## src/rtl/sdcard_pkg.sv

```systemverilog
// Shared types and constants for the SPI SD-card responder.
// Holds the FSM state enum, SD command indices, R1 bit positions and CRC7 constants.
// Purely declarative; no logic of its own beyond the R1 byte builder.
package sdcard_pkg;

    typedef enum logic [1:0] {
        IDLE = 2'd0,
        CMD  = 2'd1,
        GAP  = 2'd2,
        RESP = 2'd3
    } state_t;

    localparam logic [5:0] CMD_GO_IDLE         = 6'd0;
    localparam logic [5:0] CMD_SEND_IF_COND    = 6'd8;
    localparam logic [5:0] CMD_SD_SEND_OP_COND = 6'd41;
    localparam logic [5:0] CMD_APP_CMD         = 6'd55;
    localparam logic [5:0] CMD_READ_OCR        = 6'd58;

    localparam int R1_IDLE_BIT    = 0;
    localparam int R1_ILLEGAL_BIT = 2;
    localparam int R1_CRC_BIT     = 3;

    localparam logic [6:0] CRC7_POLY = 7'h09;
    localparam int FRAME_BITS = 48;

    // Longest response is R1 plus four payload bytes.
    localparam logic [5:0] RESP_SHORT_BITS = 6'd8;
    localparam logic [5:0] RESP_LONG_BITS  = 6'd40;

    function automatic logic [7:0] r1_byte(input logic idle, input logic illegal, input logic crc);
        logic [7:0] r;
        r = 8'h00;
        r[R1_IDLE_BIT]    = idle;
        r[R1_ILLEGAL_BIT] = illegal;
        r[R1_CRC_BIT]     = crc;
        return r;
    endfunction

endpackage

```

## src/rtl/spi_sdcard_responder_if.sv

```systemverilog
// SPI pin bundle between an SD host (master) and the card responder (slave).
// Combinational wiring only; no latency.
// No flow control: the host owns SCLK and chip select.
interface spi_sdcard_responder_if;
    logic spisdcard_clk;
    logic spisdcard_cs_n;
    logic spisdcard_mosi;
    logic spisdcard_miso;

    modport master (
        output spisdcard_clk,
        output spisdcard_cs_n,
        output spisdcard_mosi,
        input  spisdcard_miso
    );

    modport slave (
        input  spisdcard_clk,
        input  spisdcard_cs_n,
        input  spisdcard_mosi,
        output spisdcard_miso
    );
endinterface

```

## src/rtl/sd_crc7.sv

```systemverilog
// Serial CRC7 (x^7 + x^3 + 1) over command frame bits, MSB first.
// Remainder updates one cycle after each enabled bit.
// No backpressure; caller gates with enable.
module sd_crc7
    import sdcard_pkg::*;
(
    input  logic       clk50,
    input  logic       reset_n,
    input  logic       clear,
    input  logic       enable,
    input  logic       bit_in,
    output logic [6:0] crc
);

    logic feedback;
    assign feedback = bit_in ^ crc[6];

    // Shift the remainder, folding in the polynomial when the feedback bit is set.
    always_ff @(posedge clk50 or negedge reset_n) begin
        if (!reset_n) begin
            crc <= 7'h00;
        end else if (clear) begin
            crc <= 7'h00;
        end else if (enable) begin
            crc <= {crc[5:0], 1'b0} ^ (feedback ? CRC7_POLY : 7'h00);
        end
    end

endmodule

```

## src/rtl/spi_sdcard_responder.sv

```systemverilog
// SD-card SPI-mode command responder: decodes 48-bit frames, answers R1/R3/R7.
// Response starts after one Ncr byte of 1s; MISO changes on synchronized SCLK falls.
// No backpressure; chip select high aborts to IDLE at once.
module spi_sdcard_responder
    import sdcard_pkg::*;
#(
    parameter int          ACMD41_BUSY_COUNT = 2,
    parameter logic [31:0] OCR_VALUE         = 32'hC0FF8000
)
(
    input  logic                   clk50,
    input  logic                   reset_n,
    spi_sdcard_responder_if.slave  spi,
    output logic                   cmd_valid,
    output logic [5:0]             cmd_index,
    output logic [31:0]            cmd_arg,
    output logic                   crc_err,
    output logic                   in_idle
);

    localparam logic [7:0] BUSY_LIMIT = 8'(ACMD41_BUSY_COUNT);

    // ---------------- synchronizers and edge detect ----------------
    logic [1:0] sclk_sync;
    logic [1:0] cs_sync;
    logic [1:0] mosi_sync;
    logic       sclk_prev;
    logic       sclk_rise;
    logic       sclk_fall;
    logic       cs_high;
    logic       mosi_bit;

    // Two-flop synchronizers on every host pin plus one SCLK history flop.
    always_ff @(posedge clk50 or negedge reset_n) begin
        if (!reset_n) begin
            sclk_sync <= 2'b00;
            cs_sync   <= 2'b11;
            mosi_sync <= 2'b11;
            sclk_prev <= 1'b0;
        end else begin
            sclk_sync <= {sclk_sync[0], spi.spisdcard_clk};
            cs_sync   <= {cs_sync[0], spi.spisdcard_cs_n};
            mosi_sync <= {mosi_sync[0], spi.spisdcard_mosi};
            sclk_prev <= sclk_sync[1];
        end
    end

    assign sclk_rise = sclk_sync[1] & ~sclk_prev;
    assign sclk_fall = ~sclk_sync[1] & sclk_prev;
    assign cs_high   = cs_sync[1];
    assign mosi_bit  = mosi_sync[1];

    // ---------------- state and datapath registers ----------------
    state_t      state;
    state_t      state_next;
    logic [45:0] shreg;       // frame bit k (1..46) lands in shreg[k-1]
    logic [5:0]  bit_cnt;     // index of the frame bit expected on the next rise
    logic [2:0]  gap_cnt;
    logic [39:0] resp_sr;
    logic [5:0]  resp_left;
    logic        miso_q;
    logic        app_flag;
    logic [7:0]  acmd_cnt;

    logic        crc_clear;
    logic        crc_en;
    logic        frame_done;
    logic [6:0]  crc_rem;

    sd_crc7 u_crc7 (
        .clk50   (clk50),
        .reset_n (reset_n),
        .clear   (crc_clear),
        .enable  (crc_en),
        .bit_in  (mosi_bit),
        .crc     (crc_rem)
    );

    // Next-state and per-cycle strobes; chip select high overrides everything.
    always_comb begin
        state_next = state;
        crc_clear  = 1'b0;
        crc_en     = 1'b0;
        frame_done = 1'b0;
        if (cs_high) begin
            state_next = IDLE;
        end else begin
            case (state)
                IDLE: begin
                    // The start bit (bit 47) is 0 and leaves a cleared CRC at 0,
                    // so clearing here is equivalent to feeding it.
                    if (sclk_rise && !mosi_bit) begin
                        state_next = CMD;
                        crc_clear  = 1'b1;
                    end
                end
                CMD: begin
                    if (sclk_rise) begin
                        crc_en = (bit_cnt >= 6'd8);
                        if (bit_cnt == 6'd0) begin
                            frame_done = 1'b1;
                            state_next = GAP;
                        end
                    end
                end
                GAP: begin
                    if (sclk_fall && gap_cnt == 3'd7) begin
                        state_next = RESP;
                    end
                end
                RESP: begin
                    if (sclk_fall && resp_left == 6'd0) begin
                        state_next = IDLE;
                    end
                end
                default: state_next = IDLE;
            endcase
        end
    end

    // State register.
    always_ff @(posedge clk50 or negedge reset_n) begin
        if (!reset_n) begin
            state <= IDLE;
        end else begin
            state <= state_next;
        end
    end

    // ---------------- frame decode ----------------
    logic        f_tx;
    logic [5:0]  f_idx;
    logic [31:0] f_arg;
    logic [6:0]  f_crc;
    logic        frame_bad;

    assign f_tx      = shreg[45];
    assign f_idx     = shreg[44:39];
    assign f_arg     = shreg[38:7];
    assign f_crc     = shreg[6:0];
    assign frame_bad = (crc_rem != f_crc) | ~f_tx | ~mosi_bit;

    // ---------------- command evaluation ----------------
    logic        idle_nxt;
    logic        app_nxt;
    logic [7:0]  acmd_nxt;
    logic        illegal;
    logic        crc_flag;
    logic        long_resp;
    logic [31:0] tail;
    logic [39:0] resp_word;

    // Card-state update and response word for the frame completing this cycle.
    always_comb begin
        idle_nxt  = in_idle;
        acmd_nxt  = acmd_cnt;
        app_nxt   = 1'b0;
        illegal   = 1'b0;
        crc_flag  = 1'b0;
        long_resp = 1'b0;
        tail      = 32'h0;
        if ((f_idx == CMD_GO_IDLE || f_idx == CMD_SEND_IF_COND) && frame_bad) begin
            crc_flag = 1'b1;
        end else if (f_idx == CMD_GO_IDLE) begin
            idle_nxt = 1'b1;
            acmd_nxt = 8'h00;
        end else if (f_idx == CMD_SEND_IF_COND) begin
            long_resp = 1'b1;
            tail      = f_arg;
        end else if (f_idx == CMD_APP_CMD) begin
            app_nxt = 1'b1;
        end else if (f_idx == CMD_SD_SEND_OP_COND && app_flag) begin
            // Counter saturates at the limit; the call that finds it there leaves idle.
            if (acmd_cnt >= BUSY_LIMIT) begin
                idle_nxt = 1'b0;
            end else begin
                acmd_nxt = acmd_cnt + 8'd1;
            end
        end else if (f_idx == CMD_READ_OCR) begin
            long_resp = 1'b1;
            tail      = OCR_VALUE;
        end else begin
            illegal = 1'b1;
        end
        resp_word = {r1_byte(idle_nxt, illegal, crc_flag), tail};
    end

    // Frame shifting, Ncr gap counting and response shifting.
    always_ff @(posedge clk50 or negedge reset_n) begin
        if (!reset_n) begin
            shreg     <= '0;
            bit_cnt   <= 6'd0;
            gap_cnt   <= 3'd0;
            resp_sr   <= '0;
            resp_left <= 6'd0;
        end else if (crc_clear) begin
            bit_cnt <= 6'(FRAME_BITS - 2);
        end else if (frame_done) begin
            gap_cnt   <= 3'd0;
            resp_sr   <= resp_word;
            resp_left <= long_resp ? RESP_LONG_BITS : RESP_SHORT_BITS;
        end else if (!cs_high) begin
            if (state == CMD && sclk_rise) begin
                shreg <= {shreg[44:0], mosi_bit};
                if (bit_cnt != 6'd0) begin
                    bit_cnt <= bit_cnt - 6'd1;
                end
            end else if (state == GAP && sclk_fall) begin
                gap_cnt <= gap_cnt + 3'd1;
            end else if (state == RESP && sclk_fall && resp_left != 6'd0) begin
                resp_sr   <= {resp_sr[38:0], 1'b0};
                resp_left <= resp_left - 6'd1;
            end
        end
    end

    // Latched frame fields and persistent card state.
    always_ff @(posedge clk50 or negedge reset_n) begin
        if (!reset_n) begin
            cmd_valid <= 1'b0;
            cmd_index <= 6'd0;
            cmd_arg   <= 32'h0;
            crc_err   <= 1'b0;
            in_idle   <= 1'b1;
            app_flag  <= 1'b0;
            acmd_cnt  <= 8'h00;
        end else begin
            cmd_valid <= frame_done;
            if (frame_done) begin
                cmd_index <= f_idx;
                cmd_arg   <= f_arg;
                crc_err   <= frame_bad;
                in_idle   <= idle_nxt;
                app_flag  <= app_nxt;
                acmd_cnt  <= acmd_nxt;
            end
        end
    end

    // MISO idles high everywhere except while response bits are being shifted.
    always_ff @(posedge clk50 or negedge reset_n) begin
        if (!reset_n) begin
            miso_q <= 1'b1;
        end else if (cs_high || state != RESP) begin
            miso_q <= 1'b1;
        end else if (sclk_fall) begin
            miso_q <= (resp_left != 6'd0) ? resp_sr[39] : 1'b1;
        end
    end

    assign spi.spisdcard_miso = miso_q;

endmodule

```

## src/flat_wrapper.sv

```systemverilog
// flat-port wrapper written by rule: the top's interface ports become plain ports
module spi_sdcard_responder_flat import sdcard_pkg::*;
#(
    parameter int          ACMD41_BUSY_COUNT = 2,
    parameter logic [31:0] OCR_VALUE         = 32'hC0FF8000
)
  (clk50, reset_n, cmd_valid, cmd_index, cmd_arg, crc_err, in_idle, spi_spisdcard_clk, spi_spisdcard_cs_n, spi_spisdcard_mosi, spi_spisdcard_miso);
  spi_sdcard_responder_if spi_i ();
  input  logic clk50;
  input  logic reset_n;
  output logic cmd_valid;
  output logic [5:0] cmd_index;
  output logic [31:0] cmd_arg;
  output logic crc_err;
  output logic in_idle;
  input wire logic [$bits(spi_i.spisdcard_clk)-1:0] spi_spisdcard_clk;
  input wire logic [$bits(spi_i.spisdcard_cs_n)-1:0] spi_spisdcard_cs_n;
  input wire logic [$bits(spi_i.spisdcard_mosi)-1:0] spi_spisdcard_mosi;
  output wire logic [$bits(spi_i.spisdcard_miso)-1:0] spi_spisdcard_miso;
  assign spi_i.spisdcard_clk = spi_spisdcard_clk;
  assign spi_i.spisdcard_cs_n = spi_spisdcard_cs_n;
  assign spi_i.spisdcard_mosi = spi_spisdcard_mosi;
  assign spi_spisdcard_miso = spi_i.spisdcard_miso;
  spi_sdcard_responder #(.ACMD41_BUSY_COUNT(ACMD41_BUSY_COUNT), .OCR_VALUE(OCR_VALUE)) u_core (.clk50(clk50), .reset_n(reset_n), .spi(spi_i), .cmd_valid(cmd_valid), .cmd_index(cmd_index), .cmd_arg(cmd_arg), .crc_err(crc_err), .in_idle(in_idle));
endmodule
```

## config.mk

```make
export PLATFORM = sky130hd
export DESIGN_NAME = spi_sdcard_responder_flat
export DESIGN_NICKNAME = d
export VERILOG_FILES = /design/src/rtl/sdcard_pkg.sv /design/src/rtl/spi_sdcard_responder_if.sv /design/src/rtl/sd_crc7.sv /design/src/rtl/spi_sdcard_responder.sv /design/src/flat_wrapper.sv
export SDC_FILE = /design/constraint.sdc
export NUM_CORES = 1
export LEC_CHECK = 0
export ABC_AREA = 0
export CAP_MARGIN = 0
export CORE_UTILIZATION = 59
export DETAILED_ROUTE_END_ITERATION = 8
export PLACE_DENSITY = 0.81
export SYNTH_ARGS = -nofsm -noshare
export SYNTH_HDL_FRONTEND = slang
export SYNTH_HIERARCHICAL = 1
export SYNTH_SLANG_ARGS = --single-unit
```

## constraint.sdc

```tcl
create_clock -name clk50 -period 2.7 [get_ports clk50]
set_clock_uncertainty 0.1 [all_clocks]
set_input_delay 0.54 -clock clk50 [delete_from_list [all_inputs] [get_ports clk50]]
set_output_delay 0.54 -clock clk50 [all_outputs]
set_load 0.03 [all_outputs]
```

* After elaboration in Yosys (flattened, before gate mapping)
Cells that the tools add are included.
Operators by class: reductions and logical operators 31, add/sub/neg operators 4, $mul 0, bitwise gates (word level) 14, div/mod/pow operators 0, equality and inequality tests 23, magnitude comparators 2, shift-type cells 0, muxes and demuxes 77
Operators by type and width (number):
- 40-bit 2-to-1 mux | 5
- 32-bit 2-to-1 mux | 6
- 6-bit 2-to-1 mux | 11
- 8-bit 2-to-1 mux | 5
- 1-bit 2-to-1 mux | 36
- 6-bit == test, second input constant | 3
- 6-bit logical NOT | 3
- 3-bit by 1-bit != test with 1-bit output, second input constant | 5
- 7-bit 2-to-1 mux | 2
- 2-bit nonzero test | 7
- 2-bit 2-to-1 mux | 6
- 3-bit 2-to-1 mux | 4
- 2-bit by 1-bit != test with 1-bit output, second input constant | 6
- 4-bit AND reduction | 3
- 6-bit nonzero test | 2
- 6-bit by 1-bit subtractor with 6-bit output, second input constant | 2
- 5-bit AND reduction | 2
- 1-bit logical AND | 9
- 8-bit by 1-bit adder with 8-bit output, second input constant | 1
- 8-bit by 2-bit greater-or-equal comparator with 1-bit output, second input constant | 1
- 1-bit inverter | 8
- 2-bit case mux with 4 select lines | 1
- 7-bit != test | 1
- 7-bit by 4-bit bitwise XOR with 7-bit output | 1
- 15 further kinds | 21
Word-level totals: bits in read-only memories 0, word-level logic and storage cells 170, bits in registers 168, memory bits (writable) 0, input port bits 5, output and inout port bits 42, latch bits 0, memories kept 0

* Longest topological paths before layout
depth after elaboration 9, gate-level depth with buffers 10, gate-level depth less buffers 8

* Cells and area by module
The synthesis kept the hierarchy.
By module, submodules not included:
- spi_sdcard_responder | seq. area each 4036.4 µm², instances 1, area an instance 7101.8 µm², cells an instance 679
- sd_crc7 | seq. area each 175.2 µm², instances 1, area an instance 307.8 µm², cells an instance 28

* Worst setup path before layout
OpenSTA, ideal clock, no wires.
path kind register to register, start point register u_core.state[1], end point register u_core.shreg[10], cell stages (with the launch flop) 8, buffers on the path 1, data required time 2.475 ns, clock period less this slack 2.121 ns, library setup time 0.125 ns, arrival time 1.896 ns, setup slack 0.579 ns, cell sequence dfrtp_1 -> inv_1 -> ha_1 -> and4bb_2 -> o21ai_1 -> nor2_2 -> buf_2 -> mux2_2
Between the ends: word-level cells in the longest chain between the ends 5, elaborated cells between the ends (all ways) 10, those cells by class eq/ne: 1; mux: 4; bitwise: 2; reduce/logical: 3
RTL lines:
- start, declared | line spi_sdcard_responder.sv:54 | state_t state;
- start signal, assigned | line spi_sdcard_responder.sv:126 | state <= state_next;
- 2-bit by 1-bit == test with 1-bit output or 2-bit logical NOT (tied branches) | line spi_sdcard_responder.sv:88, spi_sdcard_responder.sv:203
- 1-bit 2-to-1 mux | line spi_sdcard_responder.sv:88 | case (state)
- 1-bit 2-to-1 mux | line spi_sdcard_responder.sv:85 | if (cs_high) begin
- 1-bit inverter (no source line)
- 4-bit AND reduction (no source line) (*)
- end signal, assigned | line spi_sdcard_responder.sv:204 | shreg <= {shreg[44:0], mosi_bit};
- end, declared | line spi_sdcard_responder.sv:56 | logic [45:0] shreg;
Every way passes the cells marked *; elsewhere a longest branch is shown, timed or not. A chain may end at the register's enable or synchronous reset.

* Worst setup path in the final report
start point register u_core.state[0], end point register u_core.resp_left[4]
Between the ends: word-level cells in the longest chain between the ends 5, elaborated cells between the ends (all ways) 19, those cells by class eq/ne: 6; mux: 5; bitwise: 1; reduce/logical: 7
RTL lines:
- 2-bit by 1-bit == test with 1-bit output, or another cell as far along | line spi_sdcard_responder.sv:88, spi_sdcard_responder.sv:203
- 1-bit 2-to-1 mux or 1-bit logical AND (tied branches) | line spi_sdcard_responder.sv:88, spi_sdcard_responder.sv:210
- 1-bit 2-to-1 mux or 1-bit logical AND (tied branches) | line spi_sdcard_responder.sv:85, spi_sdcard_responder.sv:210
- 2-bit != test (no source line), or another cell as far along
- 5-bit AND reduction (no source line)
- end signal, assigned | line spi_sdcard_responder.sv:201 | resp_left <= long_resp ? RESP_LONG_BITS : RESP_SHORT_BITS;
- end signal, assigned | line spi_sdcard_responder.sv:212 | resp_left <= resp_left - 6'd1;
- end, declared | line spi_sdcard_responder.sv:60 | logic [5:0] resp_left;
Parallel ways exist; a longest one is shown, timed or not.

==> flow_summary.json <==
{
  "synth_cell_types": 59,
  "p_switching_mw": 1.44,
  "synth_top_family_by_area": "simple AND/OR/NAND/NOR gates",
  "area_delta_synth_final_pct": 16.6,
  "crit_arrival_ns": 2.66,
  "ant_nets": 0,
  "io_buffers": 46,
  "dp_hpwl_mm": 9.60,
  "clock_path_buffers": 2,
  "wire_per_inst_um": 16.0,
  "cts_tree": "built",
  "switching_share": 0.258,
  "die_h_um": 114,
  "grt_antenna_before_repair": 0,
  "holdBufCountCts": 0,
  "fmax_ghz": 0.415,
  "async_flop_share": 1.00,
  "timing.slew.headroom": 0.580,
  "cts_setup_buffers": 0,
  "yosysTopAreaCell": "dfrtp_1",
  "status": "completed",
  "worstHoldPathType": "input port to async pin",
  "period_minus_slack_ns": 2.41,
  "layout_common_cells": "nand2_1 (181), dfrtp_1 (162), nand3_1 (54), nor2_1 (46), mux2_2 (46)",
  "synth_nets": 725,
  "finalWirelength_mm": 15.0,
  "required_ns": 2.95,
  "yosys_warnings": 6,
  "utilization": 0.713,
  "path_clk_slew_ns": 0.06,
  "yosys.area_share.simple": 0.206,
  "core_sq_mm": 0.0121,
  "p_seq_frac": 0.498,
  "hold_violations": 0,
  "cts-root-buf": "clkbuf_16",
  "rsz0062_at_grt": "no",
  "synthAdderAreaFrac": 0.0220,
  "grt_pass1_vias": 5407,
  "yosys-top-cells-area": "dfrtp_1 (55%), nand2_1 (9.2%), mux2_2 (7.0%)",
  "grt_pass1_wl_mm": 25.5,
  "firstDrtPassIters": 5,
  "cts.sinks": 168,
  "p_per_area_mw_per_mm2": 648,
  "grt.total_usage": 0.252,
  "insertion_delay_ns": 0.43,
  "synth_top_area_share": 0.547,
  "setup_viol": 0,
  "dieArea_sq_mm": 0.0130,
  "gp_congestion": 0.802,
  "layout_commonest_cell": "nand2_1",
  "cts_made_buffers": 17,
  "muxShareOfSynthArea": 0.0838,
  "worstMarginPinSlew_ns": 0.629,
  "total_power_mw": 5.60,
  "drv_slew": 0,
  "rows": 40,
  "drt-initial-drc-count": 281,
  "peakVddDrop_v": 0.000436,
  "syn_area_per_cell_sq_um": 10.5,
  "final.setup.tns_ns": 0,
  "grt_max_degree": 85,
  "synth_compound_area_frac": 0.0736,
  "leakage_nw": 4.31,
  "p_int_mw": 4.16,
  "htree_levels": 4,
  "grt.overflow.total": 0,
  "ys_seq_elements": 168,
  "cts_resized": 0,
  "clkPwrFrac": 0.392,
  "layout-drive-gt1-share": 0.162,
  "netlist_area_sq_mm": 0.00741,
  "comb_power_share": 0.109,
  "period_share": 0.893,
  "synth_cells": 707,
  "start_util": 0.612,
  "synth-xor-area-share": 0.0154,
  "path_max_fanout": 21,
  "nets": 773,
  "num_io_pins": 47,
  "fp.dieW_um": 114,
  "synth_top_flop_cell": "dfrtp_1",
  "synth_enable_flop_cells": 0,
  "drc": 0,
  "critPathKind": "flop to flop",
  "vias_per_cell": 5.68,
  "endpoint_kind": "flop",
  "synth-seq-area-share": 0.568,
  "num_vias": 5301,
  "drv_cap": 0,
  "n_antenna_cell": 0,
  "crit_path_start_kind": "flop"
}
## stage by stage
step           instances  hold WS, ns  area [sq um]  setup slack [ns]
6_report             934       0.0122          8640             0.290
3_5_place_dp         904        0.242          8110             0.341
5_1_grt              934       0.0545          8640             0.150
4_1_cts              934       0.0225          8640             0.307
2_1_floorplan        707        0.144          7410             0.579
3_3_place_gp         904        0.236          8110             0.459
## layout make-up
class	instances	area, sq um
Multi-Input combinational cell	490	2980
Timing Repair Buffer	65	654
Inverter	13	48.8
Tap cell	168	210
Clock buffer	22	484
Sequential cell	168	4210
Fill cell	889	3470
Clock inverter	8	48.8
## per-layer routing
metal / up-vias / part of all wire / GRT usage
met5: - / 0 / 0
met4: 0 / 0.018 / 0.105
met3: 25 / 0.050 / 0.0508
met2: 147 / 0.50 / 0.415
met1: 2613 / 0.43 / 0.330
li1: 2516 / - / -
## cell usage after synthesis, drive strengths merged (2+ instances only)
| cell | count |
|---|---|
| nand4b | 2 |
| clkbuf | 12 |
| and4 | 2 |
| nor4 | 7 |
| nand2b | 4 |
| or2 | 2 |
| o2111a | 11 |
| nor2b | 3 |
| mux2 | 48 |
| nand2 | 181 |
| and4bb | 2 |
| nand3 | 56 |
| o21ai | 18 |
| a211oi | 4 |
| nor2 | 47 |
| and2 | 5 |
| or4 | 2 |
| xnor2 | 8 |
| a21oi | 20 |
| buf | 24 |
| o31ai | 3 |
| mux2i | 8 |
| ha | 13 |
| inv | 12 |
| dfrtp | 162 |
| o21a | 3 |
| nor3b | 3 |
| xor2 | 5 |
| nor3 | 6 |
| a31oi | 4 |
| dfstp | 6 |
| or3 | 5 |
| and3 | 2 |
| nand4 | 3 |
| o211ai | 3 |
## worst max-delay path: stages (launching register included)
cell,delay [ns]
dfrtp_1,0.39
inv_1,0.10
ha_1,0.27
nor4bb_1,0.38
o21a_1,0.25
o21a_1,0.26
buf_4,0.29
nand4b_1,0.13
a21oi_1,0.16
## state kept, by name, indices dropped and copies added, names as in the netlist, 2 cells and up
register and count:
u_core/shreg 46, u_core/resp_sr 40, u_core/cmd_arg 32, u_core/acmd_cnt 8, u_core/u_crc7/crc 7, u_core/bit_cnt 6
u_core/cmd_index 6, u_core/resp_left 6, u_core/gap_cnt 3, u_core/cs_sync 2, u_core/mosi_sync 2, u_core/sclk_sync 2
u_core/state 2
## power groups by stage
stage	Combinational [mW]	Sequential [mW]	Clock (mW)
5_1_grt	0.686	2.80	2.33
3_5_place_dp	0.604	2.83	0
3_3_place_gp	0.576	2.81	0
2_1_floorplan	0.425	2.80	0
4_1_cts	0.611	2.79	2.23
6_report	0.613	2.79	2.20
## path summary, 6_finish.rpt
kind	slack, ns	depth (start not counted)	startpoint	to
setup / recovery	0.29	8	u_core/state[0]$_DFFE_PN0P_	u_core/resp_left[4]$_DFFE_PN0P_
hold / removal	0.01	1	reset_n	u_core/shreg[45]$_DFFE_PN0P_
setup reg to reg	0.29	8	u_core/state[0]$_DFFE_PN0P_	u_core/resp_left[4]$_DFFE_PN0P_
hold reg to reg	0.25	0	u_core/sclk_sync[0]$_DFF_PN0_	u_core/sclk_sync[1]$_DFF_PN0_
max in group asynchronous	1.79	2	reset_n	u_core/resp_sr[0]$_DFFE_PN0P_
min in group clk50	0.25	0	u_core/sclk_sync[0]$_DFF_PN0_	u_core/sclk_sync[1]$_DFF_PN0_
## cell families after synthesis
| group | Yosys count |
|---|---|
| flops | 168 |
| xor+xnor | 13 |
| compound gates | 73 |
| mux | 56 |
| buf+inv | 49 |
| fa+ha+maj | 13 |
| simple gates | 335 |
Power figures use the tool's default switching activity.
